`config.mk`:
```
export PLATFORM = sky130hd
export DESIGN_NAME = izigzag_chan_sched
export DESIGN_NICKNAME = d
export VERILOG_FILES = /design/src/rtl/izz_pkg.sv /design/src/rtl/izz_out_reg.sv /design/src/rtl/izigzag_chan_sched.sv
export SDC_FILE = /design/constraint.sdc
export NUM_CORES = 1
export LEC_CHECK = 0
export ABC_AREA = 1
export BUFFER_PORTS_ARGS = -buffer_cell sky130_fd_sc_hd__clkbuf_2
export CAP_MARGIN = 25
export CORE_ASPECT_RATIO = 0.9
export CORE_MARGIN = 2
export CORE_UTILIZATION = 46
export CTS_CLUSTER_SIZE = 30
export DETAILED_ROUTE_END_ITERATION = 8
export PLACE_DENSITY = 0.87
export SLEW_MARGIN = 20
export SYNTH_ARGS = -nofsm -noshare
export SYNTH_HDL_FRONTEND = slang
export SYNTH_SLANG_ARGS = --single-unit
```
`constraint.sdc`:
```
create_clock -name clock -period 4.9 [get_ports clock]
set_input_delay 0.49 -clock clock [delete_from_list [all_inputs] [get_ports clock]]
set_output_delay 0.49 -clock clock [all_outputs]
set_load 0.01 [all_outputs]
```
`src/rtl/izz_pkg.sv`:
```
// izz_pkg: shared constants and FSM encoding for the izigzag channel scheduler.
package izz_pkg;

   localparam int IZZ_W    = 16;   // data width of one channel token
   localparam int IZZ_NCH  = 8;    // channel queues chuA..chuH
   localparam int IZZ_ROWS = 8;    // rows per 64-coefficient block

   // RUN forwards tokens; EOS silently drains the remaining end-of-stream tokens
   typedef enum logic {
      RUN = 1'b0,
      EOS = 1'b1
   } izzState_t;

endpackage

```
`src/rtl/izz_out_reg.sv`:
```
// izz_out_reg: 1-deep registered output stage of the scheduler stream.
// Holds one coefficient (d/e/last) with its valid flag and reports when the
// held token is blocked by downstream back-pressure.
module izz_out_reg
   import izz_pkg::*;
#(
   parameter int W = IZZ_W
) (
   input  logic         clock,
   input  logic         reset,
   input  logic         load,
   input  logic [W-1:0] loadD,
   input  logic         loadE,
   input  logic         loadLast,
   input  logic         outB,
   output logic [W-1:0] outD,
   output logic         outE,
   output logic         outLast,
   output logic         outV,
   output logic         stall
);

   logic [W-1:0] dReg;
   logic         eReg;
   logic         lastReg;
   logic         vReg;

   // A held token that downstream refuses blocks any new load.
   assign stall = vReg & outB;

   // Load a new token (also when the old one drains on the same edge),
   // otherwise drop valid once downstream has taken the held token.
   always_ff @(posedge clock or negedge reset) begin
      if (!reset) begin
         dReg    <= '0;
         eReg    <= 1'b0;
         lastReg <= 1'b0;
         vReg    <= 1'b0;
      end else if (load) begin
         dReg    <= loadD;
         eReg    <= loadE;
         lastReg <= loadLast;
         vReg    <= 1'b1;
      end else if (vReg & !outB) begin
         vReg    <= 1'b0;
      end
   end

   assign outD    = dReg;
   assign outE    = eReg;
   assign outLast = lastReg;
   assign outV    = vReg;

endmodule

```
`src/rtl/izigzag_chan_sched.sv`:
```
// izigzag_chan_sched: ordered 8-to-1 scheduler draining channel queues A..H,
// one token per channel per row, 8 rows per 64-coefficient block.
// Optional macro IZZ_SCHED_BLKCNT_EN adds the blk_cnt completed-block counter.
module izigzag_chan_sched
   import izz_pkg::*;
#(
   parameter int W   = IZZ_W,
   parameter int NCH = IZZ_NCH
) (
   input  logic             clock,
   input  logic             reset,
   input  logic [NCH*W-1:0] in_d,
   input  logic [NCH-1:0]   in_e,
   input  logic [NCH-1:0]   in_v,
   output logic [NCH-1:0]   in_b,
   output logic [W-1:0]     out_d,
   output logic             out_e,
   output logic             out_v,
   input  logic             out_b,
   output logic             out_last,
   output logic [2:0]       sel,
   output logic             err
`ifdef IZZ_SCHED_BLKCNT_EN
   ,
   output logic [15:0]      blk_cnt
`endif
);

   localparam logic [2:0] LAST_SEL = 3'(NCH - 1);
   localparam logic [2:0] LAST_ROW = 3'(IZZ_ROWS - 1);

   izzState_t    stateReg;
   logic [2:0]   selReg;
   logic [2:0]   rowReg;
   logic         errReg;

   logic [W-1:0] chanD [NCH];
   logic [W-1:0] selD;
   logic         selE;
   logic         selV;
   logic         stall;
   logic         runAcc;
   logic         eosAcc;
   logic         loadLast;

   // Split the flat channel bus into per-channel words and build the
   // per-channel back-pressure: only the selected queue may advance.
   // During EOS draining the output stall is irrelevant, so the selected
   // queue is released regardless of downstream.
   generate
      for (genvar gi = 0; gi < NCH; gi++) begin : gChan
         assign chanD[gi] = in_d[gi*W +: W];
         assign in_b[gi]  = !reset
                          | (selReg != 3'(gi))
                          | ((stateReg == RUN) & stall);
      end
   endgenerate

   assign selD = chanD[selReg];
   assign selE = in_e[selReg];
   assign selV = in_v[selReg];

   assign runAcc   = (stateReg == RUN) & selV & !stall;
   assign eosAcc   = (stateReg == EOS) & selV;
   assign loadLast = !selE & (rowReg == LAST_ROW) & (selReg == LAST_SEL);

   izz_out_reg #(
      .W (W)
   ) uOutReg (
      .clock    (clock),
      .reset    (reset),
      .load     (runAcc),
      .loadD    (selD),
      .loadE    (selE),
      .loadLast (loadLast),
      .outB     (out_b),
      .outD     (out_d),
      .outE     (out_e),
      .outLast  (out_last),
      .outV     (out_v),
      .stall    (stall)
   );

   // Scheduler FSM: advance channel/row counters on each consumed token,
   // handle end-of-stream alignment and flag protocol errors (sticky).
   always_ff @(posedge clock or negedge reset) begin
      if (!reset) begin
         stateReg <= RUN;
         selReg   <= 3'd0;
         rowReg   <= 3'd0;
         errReg   <= 1'b0;
      end else begin
         case (stateReg)
            RUN: begin
               if (runAcc) begin
                  if (!selE) begin
                     selReg <= selReg + 3'd1;
                     if (selReg == LAST_SEL) begin
                        rowReg <= rowReg + 3'd1;
                     end
                  end else begin
                     // EOS is only legal as the very first token of a block
                     if ((selReg != 3'd0) || (rowReg != 3'd0)) begin
                        errReg <= 1'b1;
                     end
                     if (selReg == LAST_SEL) begin
                        selReg <= 3'd0;
                        rowReg <= 3'd0;
                     end else begin
                        stateReg <= EOS;
                        selReg   <= selReg + 3'd1;
                     end
                  end
               end
            end
            EOS: begin
               if (eosAcc) begin
                  // the remaining channels must also carry end-of-stream
                  if (!selE) begin
                     errReg <= 1'b1;
                  end
                  if (selReg == LAST_SEL) begin
                     stateReg <= RUN;
                     selReg   <= 3'd0;
                     rowReg   <= 3'd0;
                  end else begin
                     selReg <= selReg + 3'd1;
                  end
               end
            end
            default: begin
               stateReg <= RUN;
            end
         endcase
      end
   end

   assign sel = selReg;
   assign err = errReg;

`ifdef IZZ_SCHED_BLKCNT_EN
   logic [15:0] blkCntReg;

   // Count blocks whose final coefficient has been taken by downstream.
   always_ff @(posedge clock or negedge reset) begin
      if (!reset) begin
         blkCntReg <= 16'd0;
      end else if (out_v & out_last & !out_b) begin
         blkCntReg <= blkCntReg + 16'd1;
      end
   end

   assign blk_cnt = blkCntReg;
`endif

endmodule

```
[Word-level counts from Yosys, hierarchy flattened]
Cells that the tools add are included.
W data, S select, Z words.
Word-level totals
  register bits: 27
  output and inout port bits: 31
  logic and storage cells: 95
Cells by class
  $add $sub $neg: 2
  $lt $le $gt $ge: 2
  equal/unequal tests: 15
  mux-type cells: 31
  bitwise logic cells: 26
  reduce and logical (&&, ||, !) cells: 11
Operators by type and width (count)
  $bmux W16 S3: 1
  $mux W16: 2
  $mux W3: 9
  $or A1 B1 Y1: 16
  $mux W1: 13
  $ne A3 B3 Y1 const B: 4
  $pmux W3 S2: 2
  $ne A3 B2 Y1 const B: 3
  $and A1 B1 Y1: 8
  $add A3 B1 Y3 const B: 2
  $bmux W1 S3: 2
  $eq A3 B3 Y1 const B: 2
  $ne A2 B2 Y1 const B: 3
  $reduce_bool A3 Y1: 2
  $reduce_and A5 Y1: 1
  $ge A4 B4 Y1 const B: 1
  $logic_not A1 Y1: 4
  $lt A3 B4 Y1 const B: 1
  $ne A2 B1 Y1 const B: 2
  $not A3 Y4: 1
  $pmux W1 S2: 2
  $ne A3 B1 Y1 const B: 1
  $reduce_and A3 Y1: 1
  $reduce_and A2 Y1: 1
  3 further kinds: 3

[Logic depth before layout (Yosys ltp)]
  depth in word-level cells: 6
  gate-level depth with buffers: 13
  depth with buffers taken out: 10

[Cells and area by module]
Synthesis repeated with hierarchy kept, for this count alone.
Unflattened totals
  cells, all modules: 443
  area, all modules: 2690.1 um^2
By module, submodules not included
  izigzag_chan_sched: instances 1, cells an instance 363, area an instance 1941.9 um^2, seq. area each 200.2 um^2
  izz_out_reg: instances 1, cells an instance 80, area an instance 748.2 um^2, seq. area each 475.5 um^2

[Worst setup path before layout]
OpenSTA, ideal clock, no wires.
  path kind: reg-to-output
  start point: register selReg[0], in the netlist sel[0]
  end point: output in_b[0]
  data arrival time: 1.504 ns
  setup slack: 2.906 ns
  cell stages (with the launch flop): 10
  path buffers: 4
  cells stage by stage: dfrtp_1 buf_6 inv_2 buf_6 buf_6 buf_2 ha_1 inv_1 nor2_1 nand3_1
On the way
  cells in the longest elaborated chain, start to end: 3
Ends and longest elaborated chain
  start, declared: line izigzag_chan_sched.sv:33  | logic [2:0] selReg;
  start signal, assigned: line izigzag_chan_sched.sv:97  | selReg <= selReg + 3'd1;
  start signal, assigned: line izigzag_chan_sched.sv:111  | selReg <= selReg + 3'd1;
  start signal, assigned: line izigzag_chan_sched.sv:127  | selReg <= selReg + 3'd1;
  $reduce_bool A3 Y1: line izigzag_chan_sched.sv:54  | | (selReg != 3'(gi))
  $or A1 B1 Y1: line izigzag_chan_sched.sv:54
  $or A1 B1 Y1: line izigzag_chan_sched.sv:55  | | ((stateReg == RUN) & stall);
  end, declared: line izigzag_chan_sched.sv:15  | output logic [NCH-1:0] in_b,
No other way between the ends.

[Worst setup path in the final report]
Same ends and word-level chain as after synthesis.

==> reports/results.txt <==
clock skew after layout - 0.008615 ns
overall routed net length - 8885 µm
overall die area - 0.006365 mm²
Boundary Pins - 178
number of distinct library cells after synthesis - 22
unrepaired setup endpoints after global routing - no
largest stage delay on the critical path - 0.91 ns
number of fill cells - 544
diodes inserted - 0
Clock H-tree levels - 1
detailed-route via count - 3494
warnings from Yosys - 0
most common library cell in the layout ignoring fill and taps - clkbuf_2
Initial DRT Pass Iterations - 4
vias in the first global route - 3052
final setup fails - 0
maximum achievable frequency - 0.2793 GHz
number of nets with antenna violations after detailed routing - 0
switching share of total power - 55.49%
non-filler instance count after layout - 667
Final Cycle Share - 73.06%
fin worst setup slack - 1.320 ns
net switching power - 1.102 mW
post-cts resize count - 0
sequential cell area fraction in the yosys report - 25.58%
average vias per placed instance - 5.238
clock latency reported for the late side of the worst-skew pair - 0.27 ns
Post-Syn Area per Cell - 5.922 µm²
global-route wire length before repair - 13570 µm
highest fanout seen on the critical path - 76
standard-cell row count - 26
clock-pin slew of the registers on the worst-case setup and hold paths - 0.09 ns
nature of the critical path endpoint - output pin
sequential cell area in the final layout - 679.4 µm²
gr usage total - 26.29%
area delta synth->final - 33.44%
quantity of hold-fixing buffers added after cts - 0
CP Data Required Time - 4.41 ns
fraction of post-synthesis cell area in the top cell type by area - 25.58%
TritonCTS clock tree - built
final number of max-transition violations - 0
number of buffers inserted by post-CTS setup repair - 0
Design Power - 1.985 mW
Clk network pwr share - 6.3%
synthesized cell area - 0.002641 mm²
final hold violations - 0
Chip Width - 83.88 µm
maximum root-to-sink buffer count - 2
Post-synth EDFFs - 0
class of the most critical hold timing path - in -> async
type of the setup path with the least slack - reg -> out
CORE AREA - 0.005595 mm²
cell types with the largest area share after synthesis - dfrtp_1 26%, nand2_1 20%, o21ai_0 13%, nor2_1 9.9%, o22ai_1 7.6%
max-cap check violation count - 0
sequential fraction of design power - 25.8%
Slew Limit Headroom - 39.67%
Remaining DRCs - 0
Placed Instances - 663
worst vdd ir - 0.3666 mV
Int Pwr - 883.6 µW
minimum period implied by the final worst setup slack - 3.580 ns
CTS Sinks - 27
gr ovfl total - 0
number of register bits inferred by synthesis - 27
slew at the pin with the worst max-slew slack - 0.9040 ns
cell taking the most area after synthesis - dfrtp_1
result of the run - complete, no violations
launching element type of the critical path - register
cells along the critical path - clkinv_2 -> ha_1 -> inv_1 -> nor2_1 -> nand3_1 -> clkbuf_2
Starting Density - 47.20%
layout cell share with drive strength beyond 1 - 32.83%
number of buffers added by the clock tree synthesis step - 3
mean routed wirelength per cell - 13.32 µm
Clock Root Buffer - clkbuf_8
total area of multi-input combinational cells - 0.001683 mm²
Synth Net Count - 602
worst hold margin - 0.2763 ns
total number of nets in the final design - 754
share of flip-flops with an asynchronous set or reset after synthesis - 100.0%
IO Port Bufs - 177
portion of total power attributed to combinational logic - 67.9%
gate count after technology mapping - 446
leading cell types in the layout, fill and taps excluded - 177 x clkbuf_2, 140 x nand2_1, 70 x nor2_1
HPWL Detailed - 6635 µm
DR iter-0 viols - 174
RD Place Congestion - 0.8398
height of the die - 75.89 µm
slowest library cell on the worst path - clkinv_2
maximum number of pins on one net before global-route repair - 77
leakage dissipation - 2.049 nW
final sum of negative setup slack - 0 ns
Worst Setup Slack post-DPL - 1.673 ns
dominant register cell in the synthesized netlist - dfrtp_1
arrival time of data at the critical path endpoint - 3.09 ns
initial antenna violation count - 0
P per Cell Area - 563.2 mW/mm²
==> layer usage <==
layer	wire (µm)	up-vias	GRT usage, %	share of wire (%)
met2	4517	166	50.31	51
met4	212	0	8.781	2.4
met1	3463	1553	30.34	39
met3	691	22	4.767	7.8
li1	-	1753	-	-
met5	0	-	0	0
==> synthesized netlist by cell type (2+ instances only) <==
| cell | instances |
|---|---|
| buf_2 | 5 |
| buf_4 | 4 |
| buf_6 | 4 |
| clkbuf_1 | 18 |
| dfrtp_1 | 27 |
| ha_1 | 9 |
| inv_1 | 26 |
| inv_2 | 2 |
| nand2_1 | 140 |
| nand2_2 | 4 |
| nand3_1 | 24 |
| nand3_2 | 2 |
| nand4_1 | 3 |
| nor2_1 | 70 |
| o21ai_0 | 68 |
| o21ai_2 | 3 |
| o22ai_1 | 32 |
==> power by group through the flow <==
stage | Sequential [mW] | Combinational, mW | Clock [mW]
after floorplan | 0.423 | 1.07 | 0
after global placement | 0.529 | 1.26 | 0
after detailed placement | 0.507 | 1.34 | 0
after CTS | 0.505 | 1.35 | 0.128
after global routing | 0.533 | 1.54 | 0.135
final | 0.513 | 1.35 | 0.124
==> layout make-up <==
class | count | share of cell area, %
Clock buffer | 4 | 1.278
Tap cell | 70 | 2.485
Timing Repair Buffer | 178 | 25.91
Multi-Input combinational cell | 358 | 47.75
Sequential cell | 27 | 19.28
Inverter | 30 | 3.301
==> state kept, by name, summed over array words and instances, names as in the netlist <==
name and flops:
sel 3, uOutReg.outV 1, uOutReg.outE 1, uOutReg.outD 16, err 1, stateReg 1
uOutReg.outLast 1, rowReg 3
==> critical path: cells and delay by family (launching register included) <==
family	cells	cell delay, ns
adders and majority gates	1	0.57
DFF	1	0.89
buffers and inverters	3	1.13
and+or+nand+nor	2	0.19
==> final timing paths <==
check	start	end	slack, ns	cells past startpoint
worst max-delay path	sel[0]$_DFFE_PN0P_	in_b[0]	1.32	6
worst min-delay path	reset	sel[1]$_DFFE_PN0P_	0.28	1
worst max register to register	sel[0]$_DFFE_PN0P_	uOutReg.outD[11]$_DFFE_PN0P_	1.64	10
worst min register to register	err$_DFFE_PN0P_	err$_DFFE_PN0P_	0.47	2
max in group asynchronous	reset	sel[0]$_DFFE_PN0P_	4.06	1
min in group clock	err$_DFFE_PN0P_	err$_DFFE_PN0P_	0.47	2
==> stage by stage <==
| step | util, % | cell area [µm²] |
|---|---|---|
| after CTS | 62.92 | 3521 |
| after global placement | 61.63 | 3448 |
| final | 62.99 | 3525 |
| after global routing | 62.99 | 3525 |
| after floorplan | - | 2641 |
| after detailed placement | 62.12 | 3476 |
==> cells by family after synthesis <==
| kind of cell | synth area share, % |
|---|---|
| buf+inv | 10.71 |
| compound gates | 21.74 |
| simple gates | 37.71 |
| fa+ha+maj | 4.263 |
| flops | 25.58 |
(Power assumes the default switching activity.)
